--- config.mk ---
export PLATFORM = sky130hd
export DESIGN_NAME = perf_counter_bank
export DESIGN_NICKNAME = d
export VERILOG_FILES = /design/src/rtl/perf_counter_bank.sv
export SDC_FILE = /design/constraint.sdc
export NUM_CORES = 1
export LEC_CHECK = 0
export CELL_PAD_IN_SITES_DETAIL_PLACEMENT = 1
export CELL_PAD_IN_SITES_GLOBAL_PLACEMENT = 1
export CORE_UTILIZATION = 30
export DETAILED_ROUTE_END_ITERATION = 10
export PLACE_DENSITY = 0.56
export SLEW_MARGIN = 20
export SYNTH_ARGS = -nofsm -noshare
export SYNTH_HDL_FRONTEND = slang
export SYNTH_SLANG_ARGS = --single-unit
--- constraint.sdc ---
create_clock -name clk -period 3.6 [get_ports clk]
set_input_delay 0.72 -clock clk [delete_from_list [all_inputs] [get_ports clk]]
set_output_delay 0.72 -clock clk [all_outputs]
set_load 0.02 [all_outputs]
--- src/rtl/perf_counter_bank.sv ---
// -----------------------------------------------------------------------------
// perf_counter_bank
//
// Bank of NUM_CH self-incrementing event counters used for pipeline and cache
// statistics (branches, mispredicts, stalls, L1/L2/evict hits and misses).
// Each channel has a sticky overflow flag and either saturates at all-ones or
// wraps to zero. A snapshot copies every live counter and flag into a shadow
// bank in one cycle, so software reads a coherent set of values through the
// indexed, registered readout port while the live counters keep running.
//
// Ports
//   clk        rising-edge clock for all state
//   rst_n      asynchronous active-low reset (live, shadow and outputs to 0)
//   count_en   global increment enable; event strobes ignored while low
//   event_inc  per-channel increment strobe, +1 per cycle while high
//   clear      synchronous clear of all live counters and live overflow flags
//   wr_en      preload one live counter with wr_data
//   wr_idx     channel to preload (indices >= NUM_CH are ignored)
//   wr_data    preload value
//   snapshot   copy live counters and flags into the shadow bank
//   rd_idx     shadow channel to read
//   rd_data    registered shadow count of rd_idx (0 when rd_idx >= NUM_CH)
//   rd_ovf     registered shadow overflow flag of rd_idx
//   ovf_any    registered OR of all live overflow flags
// -----------------------------------------------------------------------------
module perf_counter_bank #(
    parameter int NUM_CH   = 10,
    parameter int WIDTH    = 16,
    parameter bit SATURATE = 1'b1,
    parameter int IDX_W    = (NUM_CH > 1) ? $clog2(NUM_CH) : 1
) (
    input  logic              clk,
    input  logic              rst_n,
    input  logic              count_en,
    input  logic [NUM_CH-1:0] event_inc,
    input  logic              clear,
    input  logic              wr_en,
    input  logic [IDX_W-1:0]  wr_idx,
    input  logic [WIDTH-1:0]  wr_data,
    input  logic              snapshot,
    input  logic [IDX_W-1:0]  rd_idx,
    output logic [WIDTH-1:0]  rd_data,
    output logic              rd_ovf,
    output logic              ovf_any
);

    localparam logic [WIDTH-1:0] ALL_ONES = '1;
    localparam logic [WIDTH-1:0] ONE      = WIDTH'(1);

    // Live counters and their sticky overflow flags.
    logic [WIDTH-1:0]  cnt_q [NUM_CH];
    logic [WIDTH-1:0]  cnt_d [NUM_CH];
    logic [NUM_CH-1:0] ovf_q;
    logic [NUM_CH-1:0] ovf_d;

    // Shadow bank, written only by snapshot.
    logic [WIDTH-1:0]  shadow_cnt_q [NUM_CH];
    logic [NUM_CH-1:0] shadow_ovf_q;

    // Combinational readout selection ahead of the output register.
    logic [WIDTH-1:0]  rd_sel;
    logic              rd_sel_ovf;

    // -------------------------------------------------------------------------
    // Per-channel next state. Priority: clear, then preload, then increment.
    // A preload to a channel swallows that channel's same-cycle strobe.
    // -------------------------------------------------------------------------
    always_comb begin : next_state
        for (int i = 0; i < NUM_CH; i++) begin
            // NOTE: every output of a combinational block gets a default before
            // any condition, otherwise a missing branch infers a latch.
            cnt_d[i] = cnt_q[i];
            ovf_d[i] = ovf_q[i];

            if (clear) begin
                cnt_d[i] = '0;
                ovf_d[i] = 1'b0;
            end else if (wr_en && (wr_idx == IDX_W'(i))) begin
                // Out-of-range wr_idx never matches any channel, so it is ignored.
                cnt_d[i] = wr_data;
            end else if (count_en && event_inc[i]) begin
                if (cnt_q[i] != ALL_ONES) begin
                    cnt_d[i] = cnt_q[i] + ONE;
                end else begin
                    ovf_d[i] = 1'b1;
                    cnt_d[i] = SATURATE ? ALL_ONES : '0;
                end
            end
        end
    end

    // -------------------------------------------------------------------------
    // Live counter state.
    // -------------------------------------------------------------------------
    always_ff @(posedge clk or negedge rst_n) begin : live_regs
        if (!rst_n) begin
            // NOTE: these arrays are counter registers, not RAM; a reset must
            // discard every count, so each entry is reset explicitly.
            for (int i = 0; i < NUM_CH; i++) begin
                cnt_q[i] <= '0;
            end
            ovf_q <= '0;
        end else begin
            // NOTE: state is updated with non-blocking assignments so every
            // register samples pre-edge values, independent of statement order.
            for (int i = 0; i < NUM_CH; i++) begin
                cnt_q[i] <= cnt_d[i];
            end
            ovf_q <= ovf_d;
        end
    end

    // -------------------------------------------------------------------------
    // Shadow bank. It samples cnt_q/ovf_q (pre-update values), which gives an
    // atomic read-and-reset when snapshot and clear arrive together.
    // -------------------------------------------------------------------------
    always_ff @(posedge clk or negedge rst_n) begin : shadow_regs
        if (!rst_n) begin
            for (int i = 0; i < NUM_CH; i++) begin
                shadow_cnt_q[i] <= '0;
            end
            shadow_ovf_q <= '0;
        end else if (snapshot) begin
            for (int i = 0; i < NUM_CH; i++) begin
                shadow_cnt_q[i] <= cnt_q[i];
            end
            shadow_ovf_q <= ovf_q;
        end
    end

    // -------------------------------------------------------------------------
    // Readout select. Written as a compare-per-channel so an index beyond
    // NUM_CH falls through to zero instead of addressing past the array.
    // -------------------------------------------------------------------------
    always_comb begin : read_select
        rd_sel     = '0;
        rd_sel_ovf = 1'b0;
        for (int i = 0; i < NUM_CH; i++) begin
            if (rd_idx == IDX_W'(i)) begin
                rd_sel     = shadow_cnt_q[i];
                rd_sel_ovf = shadow_ovf_q[i];
            end
        end
    end

    // -------------------------------------------------------------------------
    // Registered outputs. rd_data/rd_ovf reflect the shadow bank as it stood
    // before this edge; ovf_any trails the live flags by one cycle.
    // -------------------------------------------------------------------------
    always_ff @(posedge clk or negedge rst_n) begin : out_regs
        if (!rst_n) begin
            rd_data <= '0;
            rd_ovf  <= 1'b0;
            ovf_any <= 1'b0;
        end else begin
            rd_data <= rd_sel;
            rd_ovf  <= rd_sel_ovf;
            ovf_any <= |ovf_q;
        end
    end

endmodule

# Yosys cells after proc, flatten, opt, wreduce, memory -nomap -nowiden
# Cells that the tools add are included.
# Widths: inputs -> output; s select.
[totals]
ff_bits = 358
word_cells = 245
[classes]
n_addsub = 10
n_eq_ne = 48
mux = 100
n_reduce_logical = 53
[ops]
columns = ["cell", "count"]
rows = [
  ["$mux 16", 50],
  ["$add 16x1->16 const B", 10],
  ["$ne 16x16->1 const B", 10],
  ["$mux 1", 50],
  ["$ne 2x2->1 const B", 20],
  ["$eq 4x3->1 const B", 8],
  ["$reduce_and 3->1", 10],
  ["$reduce_bool 3->1", 10],
  ["$logic_and 1x1->1", 20],
  ["$reduce_bool 2->1", 10],
  ["$eq 4x2->1 const B", 4],
  ["$eq 4x4->1 const B", 4],
  ["$reduce_or 10->1", 1],
  ["$eq 4x1->1 const B", 2],
  ["$logic_not 4->1", 2],
]

# Depth between registers and ports, before layout
# Gate-level depths: netlist of the first run.
[logic_depth]
ltp_word = 11
depth_mapped = 8
depth_no_buf = 6

# Least setup slack after synthesis of the first run
# OpenSTA, ideal clock, no wires.
[synth_path]
kind = "input-to-reg"
from = "input rd_idx[2]"
to = "register rd_data[9]"
setup_ns = 0.128
t_arrival_ns = 2.180
required_ns = 3.472
setup_slack_ns = 1.293
path_stages = 7
cell_sequence = "clkbuf_1 -> clkbuf_1 -> buf_2 -> mux2_2 -> a221oi_1 -> a21oi_1 -> o2bb2ai_1"
[synth_via]
elab_chain_cells = 11
[synth_lines]
columns = ["item", "line_no", "text"]
rows = [
  ["start: declaration", "41", "input logic [IDX_W-1:0] rd_idx,"],
  ["$logic_not 4->1", "139", "if (rd_idx == IDX_W'(i)) begin"],
  ["$mux 16 (9 in a row)", "139", ""],
  ["$mux 16 *", "139", ""],
  ["net rd_sel[9]", "61", "logic [WIDTH-1:0] rd_sel;"],
  ["end signal: assignment", "156", "rd_data <= rd_sel;"],
  ["end: declaration", "42", "output logic [WIDTH-1:0] rd_data,"],
]
# The timed path passes the listed nets; every way through them passes the cells marked *.
# A chain may end at the register's enable or synchronous reset.

# Worst setup path after layout of the first run
[layout_path]
from = "input wr_idx[3]"
to = "register cnt_q[143] in the netlist's numbering"
[layout_via]
elab_chain_cells = 4
[layout_lines]
columns = ["item", "line_no", "text"]
rows = [
  ["start: declaration", "38", "input logic [IDX_W-1:0] wr_idx,"],
  ["$eq 4x1->1 *", "78", "end else if (wr_en && (wr_idx == IDX_W'(i))) begin"],
  ["$logic_and 1x1->1 *", "78", ""],
  ["$mux 16", "78", ""],
  ["$mux 16", "75", "if (clear) begin"],
  ["end signal: indexed assignment", "107", "cnt_q[i] <= cnt_d[i];"],
  ["end: declaration", "51", "logic [WIDTH-1:0] cnt_q [NUM_CH];"],
]
# Mark *: on every way between the ends. The rest lies on a longest branch, timed or not.

==> impl_metrics.csv, run 1 <==
group,metric,value,unit
min_path,min_path_type,"primary input to async pin",
setup_path,max_stage_delay,0.64,ns
place,place.gp.congestion,1.02,
drt,wire_per_inst,26.4,um
timing,hold_viol,0,
clock_network,cts_resized,0,
yosys,synth_compound_area_share,22.6,%
setup_path,cpLargestDelayFamily,"simple AND/OR/NAND/NOR gates",
setup_path,worst-path-buf-inv,2,
global_route,grt_max_degree,76,
drt,wirelength,82.0,mm
yosys,synth.largest_area_cell,"dfrtp_1",
drt,drc,0,
global_route,antenna_found_initial,7,
yosys,synthMuxAreaShare,10.6,%
pwr,power_density,425,nW/um2
finish,drive_gt1_share,18.3,%
run,cap_violations,0,
clock_network,ctsHoldBuffers,0,
timing,rsz0062_at_grt,"false",
timing,clock_skew,0.0233,ns
finish,fin_nets,2259,
yosys,yosysWarningCount,0,
floorplan,coreArea,66100,um2
floorplan,chipHeight,261,um
clock_network,clk_pin_slew,0.06,ns
yosys,syn_inst,2154,
yosys,synth_top_family_by_area,"compound AO/OA/AOI/OAI gates",
place,dp_hpwl,56.1,mm
yosys,synth-xor-area-share,0.174,%
yosys,ys_seq_area_share,44.4,%
yosys,synth_nets,2204,
finish,fin_area,23600,um2
clock_network,cts-htree-levels,2,
run_status,status,"finished, final reports clean",
yosys,ys_ff_latch,358,
yosys,synth_enable_flop_cells,0,
floorplan,die_area,68300,um2
setup_path,worstPathCellList,"clkdlybuf4s50_1 -> or3b_1 -> nor2_2 -> nor3_2 -> buf_4 -> a21oi_1 -> o21ai_0",
timing,fmax,0.361,GHz
drt,drtIter0Drc,1414,
timing,timing.slew.headroom,21.4,%
setup_path,worst_ep_required_time,4.07,ns
timing,period_minus_slack,2.77,ns
place,placed_cell_area,22100,um2
pwr,vdd_ir_drop_max,0.000283,V
setup_path,crit_slowest_cell,"nor3_2",
clock_network,cts_setup_buffers,0,
clock_network,cts_tree,"built",
floorplan,rows,94,
setup_path,start_kind,"primary input",
yosys,synth-simple-area-share,17.6,%
yosys,synthTopCellsByArea,"dfrtp_1 (44%), mux2_2 (9.6%), nand3_1 (5.7%)",
place,port_buffers,57,
timing,max_slew.worst_pin.slew,1.17,ns
pwr,leakagePower,10.4,nW
global_route,grt_pass1_vias,18500,
setup_path,cp.arrival,3.25,ns
clock_network,clockBufferDepth,3,
finish,syn2layout_area_growth,16.9,%
timing,setup_viol_count_final,0,
yosys,synth-adder-area-share,0.620,%
yosys,synth_area,20200,um2
setup_path,endpoint_kind,"flip-flop",
setup_path,cp_max_fo,10,
drt,dr_total_vias,18300,
floorplan,ioPinCount,58,
yosys,synth_top_area_share,44.4,%
yosys,synth-main-ff-cell,"dfrtp_1",
drt,vias_per_cell,5.89,
global_route,grt_first_pass_wirelength,124,mm
timing,setup_tns,0,ns
finish,fillers,7532,
clock_network,clock_latency,0.59,ns
floorplan,start_util,30.5,%
clock_network,cts_sinks,358,
global_route,grt_remaining_overflow,0,
yosys,avgSynthCellArea,9.36,um2
drt,first_pass_iters,7,
timing,post-route-worst-setup-slack,0.828,ns
clock_network,root_buffer,"clkbuf_16",
drt,drtAntennaViolNets,0,
yosys,synthArstFlopShare,100,%
clock_network,cts-buffers-inserted,44,
floorplan,dieWidth,261,um
place,pre_cts_ws,0.310,ns
yosys,yosysUniqueCellTypes,83,
timing,period_share,77.0,%
setup_path,critical_path_class,"primary input to flip-flop",
global_route,track_usage,24.1,%
timing,drv_slew,0,
## cell usage in the layout (no fill, tap or decap), types with 8 or more instances in the layout
master and n:
a221oi_1 16, ha_1 10, nor3_1 33, or2_2 17, o22ai_1 17, clkbuf_8 14
a21o_1 77, buf_12 8, nor2b_1 12, and2_1 13, a22o_1 68, clkdlybuf4s50_1 52
nor2_1 100, nand2b_1 14, a221o_1 20, a21oi_1 190, a211oi_1 22, or3_1 21
o21ai_1 8, and3_1 24, o21a_1 13, nand4_1 27, o211ai_1 12, o21ai_0 175
o31ai_1 12, inv_1 38, buf_4 95, nand2_1 155, dfrtp_1 358, mux2_2 172
o32ai_1 10, mux2i_1 21, clkbuf_16 46, nand3_1 230, nor4_1 11
## layer usage
layer / track usage, % / vias up / wire length [um]
li1: - / 8139 / -
met3: 3.14 / 114 / 4550
met4: 7.51 / 4 / 2390
met2: 35.4 / 518 / 34900
met5: 0 / - / 27
met1: 36.4 / 9536 / 40200
## synth_stat cells, drive strengths merged (3+ instances only)
cell       n
or4        6
a41oi      3
a221oi    18
or3       21
o21a      14
o21ai    185
buf       49
a22o      68
nand4     29
o211ai    13
a221o     21
a2111oi    7
a31o       3
or3b       4
o21bai     3
o31ai     13
a211oi    25
a21o      77
nor3b      4
nor4      11
and4       8
dfrtp    358
inv       38
and3      25
ha        10
nand3b     4
and2      14
or2       18
a21boi     6
nor2b     14
nand3    232
nor3      37
nand2    155
o22ai     17
o32ai     10
o31a       3
a21oi    190
mux2i     21
nand2b    14
clkbuf   102
nor2     103
a31oi      4
mux2     172
xnor2      4
o2bb2ai    5
## logic make-up (layout without fill, tap and decap cells)
| group | after synthesis | after routing |
|---|---|---|
| simple gates | 703 | 703 |
| compound gates | 697 | 697 |
| flops | 358 | 358 |
| mux | 193 | 193 |
| buf+inv | 189 | 277 |
| fa+ha+maj | 10 | 10 |
| xor+xnor | 4 | 4 |
| other cells | 0 | 1 |
## layout make-up
| class | count | area [um2] | area share [%] |
|---|---|---|---|
| Inverter | 38 | 143 | 0.605 |
| Clock inverter | 13 | 158 | 0.669 |
| Sequential cell | 358 | 8960 | 38.0 |
| Timing Repair Buffer | 160 | 1440 | 6.11 |
| Tap cell | 864 | 1080 | 4.58 |
| Multi-Input combinational cell | 1607 | 10400 | 44.2 |
| Clock buffer | 66 | 1370 | 5.79 |
| Antenna cell | 1 | 2.50 | 0.0106 |
## power by group
part           switching [mW]  internal [mW]
sequential              0.107           4.11
clock                    1.88           2.83
combinational           0.723          0.377
total                    2.71           7.32
## final timing paths
path                                         end  depth (start not counted)  slack [ns]              from
worst max-delay path                  cnt_q[143]                          7        0.83         wr_idx[3]
worst min-delay path                  cnt_q[138]                          1        0.17             rst_n
worst max register to register        cnt_q[108]                          6        0.90         cnt_q[96]
worst min register to register  shadow_cnt_q[19]                          1        0.50  shadow_cnt_q[19]
max in group asynchronous             rd_data[6]                          2        2.53             rst_n
min in group clk                shadow_cnt_q[19]                          1        0.50  shadow_cnt_q[19]
## per-stage QoR
stage | hold WS, ns | cells | util, % | power [mW]
after floorplan | 0.424 | 2154 | - | 4.82
after global placement | 0.483 | 3027 | 33.4 | 5.36
after detailed placement | 0.490 | 3027 | 33.4 | 5.39
after CTS | 0.166 | 3106 | 35.7 | 10.1
after global routing | 0.194 | 3106 | 35.7 | 10.4
final | 0.166 | 3107 | 35.7 | 10.0
## registers in the layout, indices dropped and copies added, names as in the netlist
register      count
rd_ovf            1
ovf_any           1
cnt_q           160
shadow_ovf_q     10
rd_data          16
shadow_cnt_q    160
ovf_q            10
Power figures use the tool's default switching activity.
==> inputs of run 2 (changes only) <==
PLACE_DENSITY = 0.58   (was 0.56)
clock period = 2.31 ns   (was 3.6 ns; I/O delays follow)
==> impl_metrics.csv, run 2 (synthesized netlist as in run 1, its figures left out) <==
group,metric,value,unit
finish,top_regs,"cnt_q: 160 flops, shadow_cnt_q: 160 flops, rd_data: 16 flops",
global_route,grt_pass1_vias,19700,
drt,drtIter0Drc,1546,
pwr,power_density,626,nW/um2
setup_path,cp_max_fo,5,
clock_network,clockBufferDepth,3,
timing,rsz0062_at_grt,"false",
floorplan,rows,94,
run,cap_violations,0,
floorplan,ioPinCount,58,
finish,mostFrequentLayoutCells,"dfrtp_1 (358), buf_4 (286), nand3_1 (230)",
finish,drive_gt1_share,25.8,%
clock_network,clock_latency,0.59,ns
global_route,grt_max_degree,60,
setup_path,cp.arrival,2.64,ns
pwr,power,16.2,mW
clock_network,cts_sinks,358,
finish,syn2layout_area_growth,28.4,%
timing,hold_viol,0,
finish,fin_area,25900,um2
timing,fmax,0.460,GHz
drt,wirelength,83.4,mm
timing,clock_skew,0.0195,ns
timing,drv_slew,0,
setup_path,critical_path_class,"flip-flop to flip-flop",
drt,vias_per_cell,5.74,
run_status,status,"finished, final reports clean",
clock_network,clk_pin_slew,0.06,ns
place,place.gp.congestion,0.950,
drt,drc,0,
floorplan,start_util,30.5,%
drt,wire_per_inst,25.0,um
place,place_inst,3258,
finish,final_core_util,39.2,%
clock_network,root_buffer,"clkbuf_16",
timing,max_slew.worst_pin.slew,0.991,ns
floorplan,die_area,68300,um2
place,placed_cell_area,24300,um2
place,port_buffers,57,
clock_network,cts_setup_buffers,0,
drt,first_pass_iters,8,
clock_network,cts_tree,"built",
clock_network,cts-buffers-inserted,46,
clock_network,cts-htree-levels,2,
finish,fin_nets,2493,
finish,antennaDiodeCount,0,
finish,final_common_cell,"dfrtp_1",
setup_path,start_kind,"flip-flop",
drt,dr_total_vias,19200,
setup_path,endpoint_kind,"flip-flop",
floorplan,dieWidth,261,um
floorplan,chipHeight,261,um
finish,finalNonFillerCells,3342,
pwr,vdd_ir_drop_max,0.000497,V
timing,period_share,94.2,%
min_path,min_path_type,"primary input to flip-flop",
timing,setup_viol_count_final,0,
pwr,leakagePower,11.7,nW
timing,setup_tns,0,ns
global_route,grt_first_pass_wirelength,127,mm
setup_path,worst_ep_required_time,2.78,ns
global_route,antenna_found_initial,2,
place,dp_hpwl,59.7,mm
timing,timing.slew.headroom,33.6,%
drt,drtAntennaViolNets,0,
timing,period_minus_slack,2.17,ns
global_route,track_usage,24.6,%
floorplan,coreArea,66100,um2
global_route,grt_remaining_overflow,0,
[run 2: cell count changes in the layout (fill, tap and decap cells not counted), moves of 2 or more]
cell       before  now
bufinv_16       3    5
buf_4          95  286
clkbuf_8       14   10
buf_12          8   48
clkbuf_1        6   12
[run 2: where the power goes]
part	total, mW	internal [mW]	switching, mW
combinational	2.09	0.864	1.23
sequential	6.53	6.41	0.120
clock	7.57	4.61	2.96
total	16.2	11.9	4.30
[run 2: per-stage QoR]
step	hold WS, ns	worst slack [ns]
floorplan	0.166	0.224
global placement	0.400	-0.380
detailed placement	0.400	-0.406
CTS	0.236	0.104
global route	0.258	0.0136
finish	0.261	0.135
[run 2: critical path, stage by stage, from the launching register on]
cell and delay (ns):
dfrtp_1 0.50, nand4_2 0.21, nor4_1 0.49, or3b_2 0.50, a21o_1 0.19, a22o_1 0.18
[run 2: cell type report]
cell class / instances / area, um2
tap: 864 / 1080
clock buffer: 69 / 1360
sequential: 358 / 8960
inverter: 38 / 143
multi-input combinational: 1607 / 10400
clock inverter: 14 / 208
timing repair buffer: 392 / 3690
fill: 7523 / 40200
[run 2: timing repair]
action | CTS | global route
gates resized for setup | 2 | 1
endpoints found under the hold margin | 31 | 0
hold buffers | 1 | 0
endpoints found under the setup margin | 2 | 2
[run 2: final timing paths]
check                                        from                 to  slack (ns)  cells past startpoint
worst max-delay path                   cnt_q[121]         cnt_q[127]        0.14                      5
worst min-delay path                        clear           ovf_q[5]        0.26                      2
min in group asynchronous                   rst_n         cnt_q[133]        0.39                      2
worst min register to register  shadow_cnt_q[149]  shadow_cnt_q[149]        0.50                      1
max in group asynchronous                   rst_n         cnt_q[122]        1.22                      3
worst max register to register         cnt_q[121]         cnt_q[127]        0.14                      5
[run 2: routing by layer]
layer / up-vias / GRT usage [%] / routed length, um
met1: 9952 / 36.1 / 40000
li1: 8616 / - / -
met3: 115 / 3.88 / 4550
met5: - / 0 / 25
met4: 4 / 6.54 / 2060
met2: 510 / 37.4 / 36800
==> inputs of run 3 (changes only) <==
CORE_ASPECT_RATIO = 1.1   (was not set)
CORE_MARGIN = 4   (was not set)
==> impl_metrics.csv, run 3 (synthesized netlist as in run 1, its figures left out) <==
group,metric,value,unit
run_status,status,"finished, final reports clean",
clock_network,root_buffer,"clkbuf_16",
place,port_buffers,57,
timing,hold_viol,0,
floorplan,dieWidth,255,um
min_path,min_to,"ovf_q[7]",
setup_path,critical_path_class,"primary input to flip-flop",
drt,wire_per_inst,25.0,um
floorplan,ioPinCount,58,
setup_path,endpoint_kind,"flip-flop",
place,dp_hpwl,59.3,mm
timing,max_slew.worst_pin.slew,0.913,ns
floorplan,chipHeight,280,um
setup_path,r2r_cells,6,
setup_path,r2r_setup_slack,0.09,ns
drt,vias_per_cell,5.70,
min_path,min_path_type,"primary input to flip-flop",
drt,wl_met2,39.3,mm
finish,fin_nets,2470,
drt,drc,0,
timing,setup_viol_count_final,0,
drt,wirelength,82.8,mm
timing,timing.slew.headroom,38.8,%
min_path,hold_depth,2,
setup_path,worst_ep_required_time,2.85,ns
clock_network,cts-buffers-inserted,45,
global_route,grt_max_degree,72,
drt,drtIter0Drc,1283,
setup_path,cp.arrival,2.79,ns
drt,drtAntennaViolNets,0,
drt,dr_wl_met3,3.74,mm
timing,rsz0062_at_grt,"false",
timing,post-route-worst-setup-slack,0.0614,ns
finish,finalNonFillerCells,3312,
floorplan,die_area,71400,um2
place,place_inst,3230,
place,place.gp.congestion,0.912,
pwr,power_density,623,nW/um2
timing,period_share,97.3,%
timing,clock_skew,0.0296,ns
clock_network,clockBufferDepth,3,
finish,final_common_cell,"dfrtp_1",
clock_network,cts-htree-levels,2,
min_path,hp-start,"clear",
global_route,antenna_found_initial,1,
floorplan,coreArea,66500,um2
global_route,track_usage,23.0,%
global_route,grt_first_pass_wirelength,127,mm
drt,first_pass_iters,5,
finish,syn2layout_area_growth,27.5,%
finish,final_core_util,38.7,%
setup_path,reg2reg_to,"cnt_q[112]",
timing,fmax,0.445,GHz
finish,top_regs,"cnt_q: 160 flops, shadow_cnt_q: 160 flops, rd_data: 16 flops",
place,pre_cts_ws,-0.514,ns
timing,period_minus_slack,2.25,ns
floorplan,rows,99,
clock_network,clk_pin_slew,0.06,ns
clock_network,cts_tree,"built",
pwr,leakagePower,11.6,nW
timing,drv_slew,0,
finish,drive_gt1_share,25.3,%
setup_path,worstReg2RegStart,"cnt_q[113]",
setup_path,start_kind,"primary input",
setup_path,cp_max_fo,10,
clock_network,clock_latency,0.60,ns
global_route,grt_pass1_vias,19800,
clock_network,cts_sinks,358,
finish,mostFrequentLayoutCells,"dfrtp_1 (358), buf_4 (262), nand3_1 (230)",
run,cap_violations,0,
pwr,vdd_ir_drop_max,0.000456,V
drt,dr_total_vias,18900,
global_route,grt_remaining_overflow,0,
timing,setup_tns,0,ns
floorplan,start_util,30.3,%
drt,highest-signal-layer,"met4",
drt,wl_met1,37.5,mm
-- run 3: cell types whose count changed in the layout (fill, tap and decap cells not counted), sizes merged --
cell      before  now
clkinv         6    5
clkinvlp       1    2
diode          0    1
clkbuf        69   65
inv           40   41
buf          338  316
-- run 3: metal layers --
layer  global-route usage (%)  up-vias
li1                         -     8573
met1                     32.0     9788
met2                     38.1      413
met3                     2.95      119
met4                     6.00        0
met5                        0        -
-- run 3: cell type report --
| cell class | instances | area, um2 |
|---|---|---|
| Sequential cell | 358 | 8960 |
| Inverter | 38 | 143 |
| Clock inverter | 15 | 228 |
| Antenna cell | 1 | 2.50 |
| Multi-Input combinational cell | 1607 | 10500 |
| Tap cell | 858 | 1070 |
| Timing Repair Buffer | 370 | 3550 |
| Clock buffer | 65 | 1290 |
| Fill cell | 7512 | 40800 |
-- run 3: repair_timing --
item	4_1_cts	5_1_grt
hold buffers	1	0
hold endpoints to repair	36	0
gates resized for setup	0	9
endpoints found under the setup margin	0	14
buffers inserted	0	0
-- run 3: worst max-delay path by stage --
stage               cells after the start    endpoint  startpoint  slack, ns
finish                                  7  rd_data[5]   rd_idx[1]       0.06
global route                            6  cnt_q[112]  cnt_q[113]      0.002
CTS                                     9   cnt_q[80]   wr_idx[2]       0.06
detailed placement                      7  rd_data[5]   rd_idx[1]      -0.51
global placement                        7  rd_data[5]   rd_idx[1]      -0.50
floorplan                               7  cnt_q[128]  cnt_q[128]       0.22
-- run 3: worst max-delay path, cell delays in order --
cell and delay [ns]:
clkdlybuf4s50_1 0.45, buf_12 0.16, or3_1 0.52, o32ai_1 0.24, o22ai_1 0.21, a221oi_1 0.54
a221o_1 0.20
-- run 3: power by group --
part           switching (mW)  total, mW  internal (mW)  leakage (nW)
clock                    2.99       7.43           4.45         0.742
sequential              0.127       6.54           6.41          4.95
combinational            1.21       2.06          0.847          5.90
total                    4.33       16.0           11.7          11.6
-- run 3: stage by stage --
| step | hold WS (ns) | total power [mW] | area, um2 |
|---|---|---|---|
| global route | 0.265 | 16.6 | 25700 |
| finish | 0.287 | 16.0 | 25700 |
| detailed placement | 0.440 | 8.69 | 24100 |
| floorplan | 0.166 | 7.51 | 20200 |
| global placement | 0.438 | 8.64 | 24100 |
| CTS | 0.255 | 16.2 | 25700 |
==> RTL edit: new RTL, config.mk and constraints of run 3 <==
The parameter `SATURATE` goes from 1'b1 to 1'b0.
--- a/src/rtl/perf_counter_bank.sv
+++ b/src/rtl/perf_counter_bank.sv
@@ -26,7 +26,7 @@
 module perf_counter_bank #(
     parameter int NUM_CH   = 10,
     parameter int WIDTH    = 16,
-    parameter bit SATURATE = 1'b1,
+    parameter bit SATURATE = 1'b0,
     parameter int IDX_W    = (NUM_CH > 1) ? $clog2(NUM_CH) : 1
 ) (
     input  logic              clk,
Check against the original RTL: not equivalent (a bounded check fails within 10 cycles, from zero or initial values and one cycle with rst_n low).
==> RTL edit against run 3 <==
  * Final area down 9.4%
  * Sequential cell count unchanged
  * Register-to-register slack better by 170 ps
  * Synthesized area down 5.9%
  * Worst hold slack better by 59 ps
  * Core utilization down 1.4 points
  * Largest power group unchanged
  * Setup slack better by 18 ps
  * Wire length down 12%
  * Total power down 5.6%
==> RTL edit: results (changes against run 3) <==
The flow ran to the end, and the final reports show no timing, DRC or antenna violations. Capture point of the worst reg-to-reg path: cnt_q[105] (was cnt_q[112]). For the final layout net count, the log shows 2121 (was 2470). The global-route usage over all layers was 0.214 (was 0.230); the average wire per standard cell was 24.8 um (was 25.0 um). The run gives 2640 ps (was 2790 ps) as the critical path data arrival time. The clock latency reported for the late side of the worst-skew pair came out at 560 ps (was 600 ps). The peak supply drop is 0.000445 V (was 0.000456 V). The routed length on met3 was 2.65 mm (was 3.74 mm); the starting DRC count in detailed routing was 1077 (was 1283).

The number of buffers inserted during clock tree synthesis is 43 (was 45). The static leakage was 10.1 nW (was 11.6 nW); the maximum number of pins on one net before global-route repair was 84 (was 72). Class of the worst hold path: input port to async pin (was input port to register). The global-route track usage on met2 was 0.351 (was 0.381). The logs give 34.7 mm (was 39.3 mm) for the met2 wirelength from detailed routing and 32.6 mm (was 37.5 mm) for the wire length the detailed router placed on met1. Synth top cells by count: dfrtp_1 (358), mux2_2 (188), nor2_1 (179), nand2_1 (130), nand3_1 (98) (was dfrtp_1 (358), nand3_1 (230), a21oi_1 (190), o21ai_0 (175), mux2_2 (172)). The weighted congestion at the end of routability-driven global placement is 0.891 (was 0.912). Setup slack after placement: -528 ps (was -514 ps). The sequential share of the synthesized area is 0.472 (was 0.444).

The startpoint of the most critical register-to-register path is cnt_q[105] (was cnt_q[113]). The relative slew slack is 0.596 (was 0.388). The tools report the first-pass GRT wire length as 110 mm (was 127 mm). The initial antenna violation count came out at 2 (was 1). The clock skew is 19.6 ps (was 29.6 ps), and the total of fill cells in the finished design is 6922 (was 7512). The post-detailed-placement cell area is 0.0219 mm^2 (was 0.0241 mm^2). Global routing usage on met1: 0.293 (was 0.320).

Via count of the first global-routing pass: 16900 (was 19800). The run gives 2932 (was 3312) as the final non-filler cell total. The ratio of cells with drive above 1 in the final layout is 0.242 (was 0.253), and the number of iterations in the first detailed-routing pass is 4 (was 5). The final worst hold slack is 346 ps (was 287 ps). The maximum cell stage delay along the critical path is 510 ps (was 540 ps). Half-perimeter wire length after detailed placement: 51.6 mm (was 59.3 mm). The met3 demand-to-capacity share in global routing was 0.0287 (was 0.0295).

Number of standard cells after synthesis: 1885 (was 2154).
-- RTL edit: where the power goes --
part	switching, W	internal, W
logic	0.000908	0.000616
clock network	0.00279	0.00410
registers	0.000230	0.00648
total	0.00393	0.0112
-- RTL edit: kinds of logic after synthesis --
kind of cell	after synthesis	share of synthesized area
compound gates	382	0.134
xor+xnor	82	0.0378
fa+ha+maj	10	0.00659
buf+inv	147	0.0320
flops	358	0.472
mux	229	0.134
simple gates	677	0.184
-- RTL edit: layout make-up --
| type | instances | area [um^2] | area share |
|---|---|---|---|
| multi-input combinational | 1380 | 9410 | 0.404 |
| tap | 833 | 1040 | 0.0447 |
| sequential | 358 | 8960 | 0.384 |
| timing repair buffer | 268 | 2420 | 0.104 |
| clock buffer | 56 | 1200 | 0.0517 |
| clock inverter | 17 | 195 | 0.00837 |
| inverter | 20 | 75.1 | 0.00322 |
-- RTL edit: timing repair --
action	4_1_cts	5_1_grt
endpoints found under the hold margin	19	0
setup endpoints to repair	0	0
gates resized for setup	0	0
hold buffers	1	0
